--- config.mk ---
export PLATFORM = sky130hd
export DESIGN_NAME = mc_control
export DESIGN_NICKNAME = d
export VERILOG_FILES = /design/src/rtl/mips_pkg.sv /design/src/rtl/mc_decode.sv /design/src/rtl/mc_control.sv
export SDC_FILE = /design/constraint.sdc
export NUM_CORES = 1
export LEC_CHECK = 0
export CORE_AREA = 2 2 113 115
export DETAILED_ROUTE_END_ITERATION = 7
export DIE_AREA = 0 0 115 117
export SYNTH_ARGS = -nofsm -noshare
export SYNTH_HDL_FRONTEND = slang
export SYNTH_HIERARCHICAL = 1
export SYNTH_SLANG_ARGS = --single-unit
--- constraint.sdc ---
create_clock -name clk -period 6.1 [get_ports clk]
set_input_delay 1.22 -clock clk [delete_from_list [all_inputs] [get_ports clk]]
set_output_delay 1.22 -clock clk [all_outputs]
set_load 0.02 [all_outputs]
--- src/rtl/mips_pkg.sv ---
// Shared MIPS encodings, FSM states and datapath select codes
// for the multicycle control sequencer.
package mips_pkg;

   localparam logic [5:0] OP_RTYPE = 6'h00;
   localparam logic [5:0] OP_J     = 6'h02;
   localparam logic [5:0] OP_JAL   = 6'h03;
   localparam logic [5:0] OP_BEQ   = 6'h04;
   localparam logic [5:0] OP_BNE   = 6'h05;
   localparam logic [5:0] OP_ADDI  = 6'h08;
   localparam logic [5:0] OP_ADDIU = 6'h09;
   localparam logic [5:0] OP_SLTIU = 6'h0b;
   localparam logic [5:0] OP_ORI   = 6'h0d;
   localparam logic [5:0] OP_LUI   = 6'h0f;
   localparam logic [5:0] OP_LW    = 6'h23;
   localparam logic [5:0] OP_SW    = 6'h2b;

   localparam logic [5:0] FN_JR      = 6'h08;
   localparam logic [5:0] FN_SYSCALL = 6'h0c;
   localparam logic [5:0] FN_ADD     = 6'h20;
   localparam logic [5:0] FN_SUB     = 6'h22;
   localparam logic [5:0] FN_AND     = 6'h24;
   localparam logic [5:0] FN_OR      = 6'h25;
   localparam logic [5:0] FN_SLT     = 6'h2a;

   typedef enum logic [3:0] {
      S_FETCH   = 4'd0,
      S_DECODE  = 4'd1,
      S_EXEC    = 4'd2,
      S_MEM     = 4'd3,
      S_WB      = 4'd4,
      S_SYSCALL = 4'd5,
      S_HALT    = 4'd6
   } state_t;

   typedef enum logic [3:0] {
      C_ILLEGAL, C_RTYPE, C_IALU, C_LW, C_SW, C_BEQ,
      C_BNE, C_J, C_JAL, C_JR, C_SYSCALL
   } cls_t;

   localparam logic [2:0] ALU_AND = 3'b000;
   localparam logic [2:0] ALU_OR  = 3'b001;
   localparam logic [2:0] ALU_ADD = 3'b010;
   localparam logic [2:0] ALU_SUB = 3'b110;
   localparam logic [2:0] ALU_SLT = 3'b111;

   localparam logic [1:0] PC_SEQ    = 2'd0;
   localparam logic [1:0] PC_BRANCH = 2'd1;
   localparam logic [1:0] PC_JUMP   = 2'd2;
   localparam logic [1:0] PC_RS     = 2'd3;

   localparam logic [1:0] RD_RT = 2'd0;
   localparam logic [1:0] RD_RD = 2'd1;
   localparam logic [1:0] RD_RA = 2'd2;

   localparam logic [1:0] M2R_ALU = 2'd0;
   localparam logic [1:0] M2R_MEM = 2'd1;
   localparam logic [1:0] M2R_PC4 = 2'd2;

   localparam logic [2:0] SRCB_RT   = 3'd0;
   localparam logic [2:0] SRCB_FOUR = 3'd1;
   localparam logic [2:0] SRCB_SEXT = 3'd2;
   localparam logic [2:0] SRCB_ZEXT = 3'd3;
   localparam logic [2:0] SRCB_BR   = 3'd4;
   localparam logic [2:0] SRCB_LUI  = 3'd5;

   localparam logic [1:0] ERR_NONE    = 2'd0;
   localparam logic [1:0] ERR_ILLEGAL = 2'd1;
   localparam logic [1:0] ERR_TIMEOUT = 2'd2;

   localparam int SYS_EXIT = 10;

endpackage

--- src/rtl/mc_decode.sv ---
// Combinational instruction decode: IR opcode/funct to instruction
// class plus the ALU operation and operand selects used in EXEC.
module mc_decode
   import mips_pkg::*;
(
   input  logic [5:0] op,
   input  logic [5:0] funct,
   output cls_t       cls,
   output logic [2:0] alu_op,
   output logic       alu_src_a,
   output logic [2:0] alu_src_b,
   output logic       illegal
);

   always_comb begin
      cls       = C_ILLEGAL;
      alu_op    = ALU_AND;
      alu_src_a = 1'b0;
      alu_src_b = SRCB_RT;
      case (op)
         OP_RTYPE: begin
            alu_src_a = 1'b1;
            cls       = C_RTYPE;
            case (funct)
               FN_ADD:     alu_op = ALU_ADD;
               FN_SUB:     alu_op = ALU_SUB;
               FN_AND:     alu_op = ALU_AND;
               FN_OR:      alu_op = ALU_OR;
               FN_SLT:     alu_op = ALU_SLT;
               FN_JR: begin
                  cls       = C_JR;
                  alu_src_a = 1'b0;
               end
               FN_SYSCALL: begin
                  cls       = C_SYSCALL;
                  alu_src_a = 1'b0;
               end
               default: begin
                  cls       = C_ILLEGAL;
                  alu_src_a = 1'b0;
               end
            endcase
         end
         OP_ADDI, OP_ADDIU: begin
            cls       = C_IALU;
            alu_op    = ALU_ADD;
            alu_src_a = 1'b1;
            alu_src_b = SRCB_SEXT;
         end
         OP_ORI: begin
            cls       = C_IALU;
            alu_op    = ALU_OR;
            alu_src_a = 1'b1;
            alu_src_b = SRCB_ZEXT;
         end
         OP_SLTIU: begin
            cls       = C_IALU;
            alu_op    = ALU_SLT;
            alu_src_a = 1'b1;
            alu_src_b = SRCB_SEXT;
         end
         // rs is $zero for LUI, so ADD passes imm<<16 through
         OP_LUI: begin
            cls       = C_IALU;
            alu_op    = ALU_ADD;
            alu_src_a = 1'b1;
            alu_src_b = SRCB_LUI;
         end
         OP_LW, OP_SW: begin
            cls       = (op == OP_LW) ? C_LW : C_SW;
            alu_op    = ALU_ADD;
            alu_src_a = 1'b1;
            alu_src_b = SRCB_SEXT;
         end
         OP_BEQ, OP_BNE: begin
            cls       = (op == OP_BEQ) ? C_BEQ : C_BNE;
            alu_op    = ALU_SUB;
            alu_src_a = 1'b1;
            alu_src_b = SRCB_RT;
         end
         OP_J:    cls = C_J;
         OP_JAL:  cls = C_JAL;
         default: cls = C_ILLEGAL;
      endcase
   end

   assign illegal = (cls == C_ILLEGAL);

endmodule

--- src/rtl/mc_control.sv ---
// Multicycle MIPS control FSM: owns the IR fields, the memory wait
// counter, the retired-instruction counter and the sticky error state.
module mc_control
   import mips_pkg::*;
#(
   parameter int DATA_W       = 32,
   parameter int TIMEOUT      = 0,
   parameter bit TRAP_ILLEGAL = 1'b1,
   parameter int CNT_W        = 32
) (
   input  logic              clk,
   input  logic              reset,
   input  logic [DATA_W-1:0] instr,
   input  logic              mem_ready,
   input  logic              alu_zero,
   input  logic [DATA_W-1:0] vreg,
   input  logic              sys_ack,
   output logic              mem_read,
   output logic              mem_write,
   output logic              i_or_d,
   output logic              ir_write,
   output logic              pc_write,
   output logic              reg_write,
   output logic [1:0]        pc_src,
   output logic [1:0]        reg_dst,
   output logic [1:0]        mem_to_reg,
   output logic [2:0]        alu_op,
   output logic              alu_src_a,
   output logic [2:0]        alu_src_b,
   output logic              sys_valid,
   output logic              halted,
   output logic              err,
   output logic [1:0]        err_code,
   output logic [CNT_W-1:0]  retired,
   output logic [3:0]        state
);

   localparam int WAIT_W = (TIMEOUT > 1) ? $clog2(TIMEOUT) : 1;

   state_t cur, nxt;
   logic [5:0] ir_op, ir_fn;
   logic [WAIT_W-1:0] wait_cnt;
   logic sys_exit;

   cls_t d_cls;
   logic [2:0] d_alu_op, d_src_b;
   logic d_src_a, d_illegal;

   logic pending, tmo, retire, set_err, sys_load;
   logic [1:0] code_nxt;

   // only the opcode/funct fields steer the sequencer
   logic unused_instr;
   assign unused_instr = ^instr;

   mc_decode u_decode (
      .op        (ir_op),
      .funct     (ir_fn),
      .cls       (d_cls),
      .alu_op    (d_alu_op),
      .alu_src_a (d_src_a),
      .alu_src_b (d_src_b),
      .illegal   (d_illegal)
   );

   assign pending = (cur == S_FETCH) || (cur == S_MEM);
   assign tmo = (TIMEOUT > 0) && pending && !mem_ready &&
                (wait_cnt == WAIT_W'(TIMEOUT - 1));

   always_comb begin
      nxt        = cur;
      mem_read   = 1'b0;
      mem_write  = 1'b0;
      i_or_d     = 1'b0;
      ir_write   = 1'b0;
      pc_write   = 1'b0;
      reg_write  = 1'b0;
      pc_src     = PC_SEQ;
      reg_dst    = RD_RT;
      mem_to_reg = M2R_ALU;
      alu_op     = ALU_AND;
      alu_src_a  = 1'b0;
      alu_src_b  = SRCB_RT;
      sys_valid  = 1'b0;
      retire     = 1'b0;
      set_err    = 1'b0;
      code_nxt   = ERR_NONE;
      sys_load   = 1'b0;
      // reset gates every strobe combinationally, even mid-request
      if (!reset) begin
         case (cur)
            S_FETCH: begin
               mem_read  = 1'b1;
               alu_src_b = SRCB_FOUR;
               alu_op    = ALU_ADD;
               if (mem_ready) begin
                  ir_write = 1'b1;
                  pc_write = 1'b1;
                  nxt      = S_DECODE;
               end else if (tmo) begin
                  set_err  = 1'b1;
                  code_nxt = ERR_TIMEOUT;
                  nxt      = S_HALT;
               end
            end
            S_DECODE: begin
               alu_src_b = SRCB_BR;
               alu_op    = ALU_ADD;
               if (!d_illegal) begin
                  nxt = S_EXEC;
               end else if (TRAP_ILLEGAL) begin
                  set_err  = 1'b1;
                  code_nxt = ERR_ILLEGAL;
                  nxt      = S_HALT;
               end else begin
                  retire = 1'b1;
                  nxt    = S_FETCH;
               end
            end
            S_EXEC: begin
               alu_op    = d_alu_op;
               alu_src_a = d_src_a;
               alu_src_b = d_src_b;
               case (d_cls)
                  C_RTYPE, C_IALU: nxt = S_WB;
                  C_LW, C_SW:      nxt = S_MEM;
                  C_BEQ, C_BNE: begin
                     pc_src   = PC_BRANCH;
                     pc_write = alu_zero ^ (d_cls == C_BNE);
                     retire   = 1'b1;
                     nxt      = S_FETCH;
                  end
                  C_J, C_JAL: begin
                     pc_src   = PC_JUMP;
                     pc_write = 1'b1;
                     if (d_cls == C_JAL) begin
                        reg_write  = 1'b1;
                        reg_dst    = RD_RA;
                        mem_to_reg = M2R_PC4;
                     end
                     retire = 1'b1;
                     nxt    = S_FETCH;
                  end
                  C_JR: begin
                     pc_src   = PC_RS;
                     pc_write = 1'b1;
                     retire   = 1'b1;
                     nxt      = S_FETCH;
                  end
                  C_SYSCALL: begin
                     sys_load = 1'b1;
                     nxt      = S_SYSCALL;
                  end
                  default: nxt = S_FETCH;
               endcase
            end
            S_MEM: begin
               i_or_d    = 1'b1;
               mem_read  = (d_cls == C_LW);
               mem_write = (d_cls == C_SW);
               if (mem_ready) begin
                  if (d_cls == C_LW) begin
                     nxt = S_WB;
                  end else begin
                     retire = 1'b1;
                     nxt    = S_FETCH;
                  end
               end else if (tmo) begin
                  set_err  = 1'b1;
                  code_nxt = ERR_TIMEOUT;
                  nxt      = S_HALT;
               end
            end
            S_WB: begin
               reg_write  = 1'b1;
               mem_to_reg = (d_cls == C_LW) ? M2R_MEM : M2R_ALU;
               reg_dst    = (d_cls == C_RTYPE) ? RD_RD : RD_RT;
               retire     = 1'b1;
               nxt        = S_FETCH;
            end
            S_SYSCALL: begin
               if (sys_exit) begin
                  retire = 1'b1;
                  nxt    = S_HALT;
               end else begin
                  sys_valid = 1'b1;
                  if (sys_ack) begin
                     retire = 1'b1;
                     nxt    = S_FETCH;
                  end
               end
            end
            S_HALT:  nxt = S_HALT;
            default: nxt = S_FETCH;
         endcase
      end
   end

   always_ff @(posedge clk or posedge reset) begin
      if (reset) begin
         cur      <= S_FETCH;
         ir_op    <= '0;
         ir_fn    <= '0;
         wait_cnt <= '0;
         sys_exit <= 1'b0;
         retired  <= '0;
         err      <= 1'b0;
         err_code <= ERR_NONE;
      end else begin
         cur <= nxt;
         if (ir_write) begin
            ir_op <= instr[31:26];
            ir_fn <= instr[5:0];
         end
         if (pending && !mem_ready)
            wait_cnt <= wait_cnt + WAIT_W'(1);
         else
            wait_cnt <= '0;
         // vreg is sampled once, on entry to SYSCALL
         if (sys_load)
            sys_exit <= (vreg == DATA_W'(SYS_EXIT));
         if (retire)
            retired <= retired + CNT_W'(1);
         if (set_err) begin
            err      <= 1'b1;
            err_code <= code_nxt;
         end
      end
   end

   assign halted = (cur == S_HALT);
   assign state  = cur;

endmodule

==> run_results.csv, run 1 <==
group,metric,value,unit
cts,cts_tree,"done",
power_and_ir_drop,switchingPower,0.628,mW
cts,cts_setup_buffers,0,
cts,hold_buffers,0,
power_and_ir_drop,p_int,0.927,mW
final_layout,fillers,1305,
worst_setup_path,r2r-end,"retired[29]",
sta,maxSlewViolCount,0,
cts,h-tree-depth,2,
final_layout,fin_nets,531,
sta,setup_violations,0,
cts,cts_resized,0,
sta,tightest_slew,0.913,ns
flow_run,drv_cap,0,
grt,antenna_found_initial,0,
cts,cts-root-buf,"clkbuf_16",
final_layout,final_common_cell,"clkdlybuf4s50_1",
worst_setup_path,rr_worst_depth,10,
power_and_ir_drop,p_per_area,346,mW/mm^2
synth,syn_inst,364,
sta,final_hold_viol_count,0,
grt,grt_pass1_vias,3008,
sta,final.min_clock_period,4.82,ns
final_layout,ff_latch_area,0.00125,mm^2
placement,portBuffers,106,
floorplan,initial_core_util,25.5,%
synth,yosys_warnings,6,
final_layout,drive_gt1_share,6.06,%
cts,clkSinkCount,50,
outcome,status,"finished, final reports clean",
min_path,hold_start,"err_code[0]",
worst_setup_path,cp-start-kind,"register",
worst_setup_path,rr_startpoint,"ir_op[3]",
detailed_routing,drc,0,
synth,syn_avg_cell_area,8.63,um^2
floorplan,die_area,0.0135,mm^2
sta,fmax,207,MHz
grt,grt_max_degree,51,
worst_setup_path,end_kind,"output pin",
detailed_routing,antenna_left,0,
detailed_routing,totalWireLength,8450,um
worst_setup_path,r2r_slack,2.23,ns
sta,relSlewSlack,38.7,%
synth,synthArstFlopShare,100,%
worst_setup_path,critical_path_class,"reg2out",
detailed_routing,vias_per_cell,4.88,
power_and_ir_drop,switching_share,40.4,%
worst_setup_path,required,4.88,ns
cts,insertion_delay,0.29,ns
floorplan,io_pins,129,
detailed_routing,dr.first_iter.drc_count,123,
detailed_routing,vias,2985,
power_and_ir_drop,pwr-share-clk,23.0,%
grt,grt_first_pass_wirelength,14500,um
cts,clock_path_buffers,2,
floorplan,die_h,117,um
cts,cts_buffers,5,
final_layout,synthToLayoutAreaGrowth,42.9,%
sta,holdWs,0.472,ns
final_layout,utilization,36.5,%
detailed_routing,wl_per_cell,13.8,um
final_layout,diodes,0,
sta,clock-skew-final,0.00667,ns
final_layout,multi_input_area,0.00173,mm^2
grt,grt_overflow,0,
min_path,hold_depth,1,
floorplan,die_x,115,um
power_and_ir_drop,combPwrFrac,42.0,%
synth,ys_types,63,
final_layout,layout_common_cells,"clkdlybuf4s50_1 (106), nand2_1 (68), dfrtp_1 (50), nor2_1 (23), xnor2_1 (20)",
min_path,hold-path-endpoint,"err_code[0]",
placement,place.gp.congestion,0.861,
power_and_ir_drop,ir_worst_vdd,0.154,mV
sta,rsz0062_at_grt,"false",
grt,grtUsageTotal,13.2,%
placement,hpwl,6450,um
floorplan,coreArea,0.0123,mm^2
synth,ys_seq_area_share,39.8,%
synth,synth-seq-cells,50,
synth,synth-edff-count,0,
detailed_routing,drt_first_pass_iters,4,
worst_setup_path,cp_max_fo,14,
worst_setup_path,cp-startpoint,"ir_op[3]",
floorplan,fp-row-count,41,
synth,synthFlopType,"dfrtp_1",
power_and_ir_drop,seqPwrFrac,35.0,%
sta,min_period_over_period,79.0,%
min_path,hp-class,"reg2reg",
worst_setup_path,cp.arrival,3.60,ns
sta,fin_setup_tns,0,ns
synth,synthesis.area,0.00314,mm^2
cts,clkTransAtPathRegs,0.07,ns
power_and_ir_drop,power.leakage,1.77,nW
## sequential cells by signal, summed over array words and instances (netlist names)
| signal | flops |
|---|---|
| retired | 32 |
| state | 3 |
| err | 1 |
| sys_exit | 1 |
| ir_fn | 6 |
| err_code | 1 |
| ir_op | 6 |
## critical path, cell delays in order (launching register included)
cell and delay, ns:
dfrtp_1 0.52, or4_4 0.61, nor4_4 0.26, nand3_2 0.14, o21ai_2 0.40, and4bb_4 0.34
nand3_1 0.08, o21a_1 0.14, nor3_1 0.18, clkdlybuf4s50_1 0.64
## power groups by stage
stage,Sequential (mW),Clock [mW],Combinational [mW]
2_1_floorplan,0.492,0,0.501
3_3_place_gp,0.544,0,0.642
3_5_place_dp,0.550,0,0.651
4_1_cts,0.544,0.369,0.653
5_1_grt,0.564,0.383,0.723
6_report,0.544,0.358,0.652
## metrics by stage
stage	std cells	setup slack [ns]	power, mW	instance area [um^2]
2_1_floorplan	365	2.12	0.993	3150
3_3_place_gp	604	1.33	1.19	4300
3_5_place_dp	604	1.30	1.20	4300
4_1_cts	612	1.29	1.57	4490
5_1_grt	612	1.00	1.67	4490
6_report	612	1.28	1.55	4490
## cells by family after synthesis
family | count (synthesis) | synth area share (%)
compound gates | 47 | 10.5
xor+xnor | 34 | 9.48
fa+ha+maj | 1 | 0.398
buf+inv | 33 | 5.38
flops | 50 | 39.8
mux | 2 | 0.717
other cells | 1 | 0.119
simple gates | 196 | 33.6
## Yosys cell counts (all sizes together), types with 3 or more instances
master / number / area, um^2
nor4: 12 / 96.3
nand3: 12 / 65.1
nand4: 11 / 68.8
dfrtp: 50 / 1250
clkbuf: 10 / 47.5
and3: 10 / 62.6
nor3: 19 / 100
inv: 13 / 48.8
nand2: 68 / 255
buf: 10 / 72.6
a31oi: 4 / 31.3
nor2: 23 / 86.3
xor2: 14 / 123
o21ai: 10 / 57.6
nor3b: 6 / 55.1
or4: 3 / 30.0
a21oi: 11 / 55.1
nor2b: 5 / 31.3
xnor2: 20 / 175
nand2b: 9 / 56.3
## how the worst max path moves through the flow
stage            endpoint  slack, ns
3_5_place_dp     ir_write       1.30
3_3_place_gp     ir_write       1.33
6_report         mem_read       1.28
4_1_cts          mem_read       1.29
5_1_grt          mem_read       1.00
2_1_floorplan  reg_dst[1]       2.12
## layer usage
metal / share of wire, % / global-route usage (%)
met5: 0 / 0
met4: 1.3 / 3.53
met3: 7.1 / 3.24
met2: 48 / 22.8
met1: 44 / 16.5
## layout make-up
cell class                 instances  share of cell area, %
inverter                          13                   1.09
clock inverter                     3                   1.53
sequential                        50                   27.9
timing repair buffer             109                   24.1
clock buffer                       5                   2.79
multi-input combinational        282                   38.4
tap                              150                   4.18
(Power assumes the default switching activity.)
==> inputs of run 2 (changes only) <==
clock period = 4.9 ns   (was 6.1 ns; I/O delays follow)
==> run 2 against run 1 <==
Compared with the run above:
- register-to-register slack worse by 0.82 ns
- die area unchanged
- worst hold slack lost 0.0058 ns
- sequential power up 25%
- sequential share of layout area barely moved
- wire length grew 0.72%
- critical path depth is 1 lower
- non-clock buffer count rose by 3
- final cell count is 0.49% higher
- critical endpoint unchanged
- largest cell class unchanged
==> run_results.csv, run 2 (same netlist as run 1, synthesis figures left out) <==
group,metric,value,unit
sta,final_hold_viol_count,0,
power_and_ir_drop,ir_worst_vdd,0.198,mV
worst_setup_path,cpPeakStageDelay,0.65,ns
sta,relSlewSlack,41.1,%
worst_setup_path,cp_max_fo,14,
sta,final.min_clock_period,4.47,ns
flow_run,drv_cap,0,
floorplan,io_pins,129,
detailed_routing,vias,2994,
floorplan,initial_core_util,25.5,%
min_path,hold-path-endpoint,"err_code[0]",
cts,cts_buffers,5,
sta,tightest_slew,0.872,ns
worst_setup_path,critPathBufInv,1,
final_layout,fin_nets,534,
placement,portBuffers,106,
worst_setup_path,r2r_slack,1.41,ns
detailed_routing,drt_first_pass_iters,5,
min_path,hold_depth,1,
cts,cts_tree,"done",
cts,clkTransAtPathRegs,0.06,ns
sta,maxSlewViolCount,0,
worst_setup_path,cp-start-kind,"register",
worst_setup_path,critPathSlowestCell,"clkdlybuf4s50_1",
final_layout,reg_top3,"retired x32, ir_fn x6, ir_op x6",
worst_setup_path,rr_startpoint,"ir_op[3]",
grt,grt_overflow,0,
floorplan,die_area,0.0135,mm^2
worst_setup_path,required,3.92,ns
placement,post_dp_cell_area,0.00432,mm^2
sta,setup_violations,0,
grt,antenna_found_initial,0,
worst_setup_path,end_kind,"output pin",
worst_setup_path,path_cells,"or4_4 -> nor4_4 -> a31o_1 -> and4bb_4 -> nand3_1 -> o21a_1 -> nor3_1 -> clkdlybuf4s50_1",
sta,setup_slack,0.427,ns
worst_setup_path,critical_path_class,"reg2out",
floorplan,coreArea,0.0123,mm^2
cts,h-tree-depth,2,
floorplan,fp-row-count,41,
placement,place.gp.congestion,0.865,
detailed_routing,totalWireLength,8510,um
placement,pre_cts_slack,0.766,ns
worst_setup_path,rr_worst_depth,9,
floorplan,die_h,117,um
sta,min_period_over_period,91.3,%
power_and_ir_drop,power.leakage,1.77,nW
power_and_ir_drop,p_per_area,419,mW/mm^2
sta,fmax,224,MHz
final_layout,synthToLayoutAreaGrowth,42.7,%
min_path,hp-class,"reg2reg",
final_layout,diodes,0,
worst_setup_path,cp_top_family,"simple AND/OR/NAND/NOR gates",
placement,hpwl,6430,um
final_layout,utilization,36.4,%
placement,dpl.cell_count,607,
grt,grt_first_pass_wirelength,13800,um
cts,clkSinkCount,50,
detailed_routing,drc,0,
detailed_routing,wl_per_cell,13.8,um
cts,cts_setup_buffers,0,
cts,cts_resized,0,
final_layout,layoutNonFillerInstCount,615,
grt,grtUsageTotal,12.6,%
final_layout,postLayoutCellArea,0.00448,mm^2
final_layout,layout_common_cells,"clkdlybuf4s50_1 (106), nand2_1 (68), dfrtp_1 (50), nor2_1 (23), xnor2_1 (20)",
final_layout,regMostFlops,"retired",
detailed_routing,dr.first_iter.drc_count,115,
worst_setup_path,cp.arrival,3.49,ns
cts,hold_buffers,0,
detailed_routing,vias_per_cell,4.87,
sta,fin_setup_tns,0,ns
worst_setup_path,crit_cells,8,
cts,cts-root-buf,"clkbuf_16",
floorplan,die_x,115,um
final_layout,drive_gt1_share,6.67,%
min_path,hold_start,"err_code[0]",
final_layout,largest_reg_flops,32,
grt,grt_max_degree,51,
grt,grt_pass1_vias,2876,
cts,clock_path_buffers,2,
detailed_routing,antenna_left,0,
sta,rsz0062_at_grt,"false",
worst_setup_path,r2r-end,"retired[28]",
final_layout,final_common_cell,"clkdlybuf4s50_1",
sta,clock-skew-final,0.00760,ns
outcome,status,"finished, final reports clean",
cts,insertion_delay,0.28,ns
## run 2: changes by cell type in the layout (fill, tap and decap cells not counted)
cell | previous run | this run
clkinv_4 | 1 | 0
clkinv_2 | 0 | 2
bufinv_16 | 2 | 1
buf_4 | 3 | 6
## run 2: layer usage
layer	wire, um	vias up	global-route usage (%)
met5	0	-	0
met4	49	0	3.21
met3	606	7	2.99
met2	4080	96	21.3
met1	3780	1425	16.3
li1	-	1466	-
## run 2: worst max path at each step
stage / start / endpoint / slack (ns)
CTS: ir_op[3] / mem_read / 0.45
finish: ir_op[3] / mem_read / 0.43
floorplan: ir_op[4] / reg_dst[1] / 1.28
detailed placement: ir_op[3] / mem_read / 0.77
global placement: ir_op[3] / mem_read / 0.78
global route: ir_op[3] / mem_read / 0.18
## run 2: layout make-up
class,count,area [um^2]
timing repair buffer,112,1110
fill,1266,7830
clock buffer,5,125
multi-input combinational,282,1730
clock inverter,3,40.0
tap,150,188
sequential,50,1250
inverter,13,48.8
## run 2: where the power goes
group          switching [mW]  internal (mW)  total [mW]
Sequential              0.188          0.490       0.678
Combinational           0.441          0.378       0.819
Clock                   0.141          0.239       0.380
## run 2: stage by stage
step / hold WS, ns / power, mW
6_report: 0.466 / 1.88
5_1_grt: 0.489 / 2.03
4_1_cts: 0.475 / 1.90
3_5_place_dp: 0.459 / 1.50
3_3_place_gp: 0.457 / 1.49
2_1_floorplan: 0.462 / 1.24
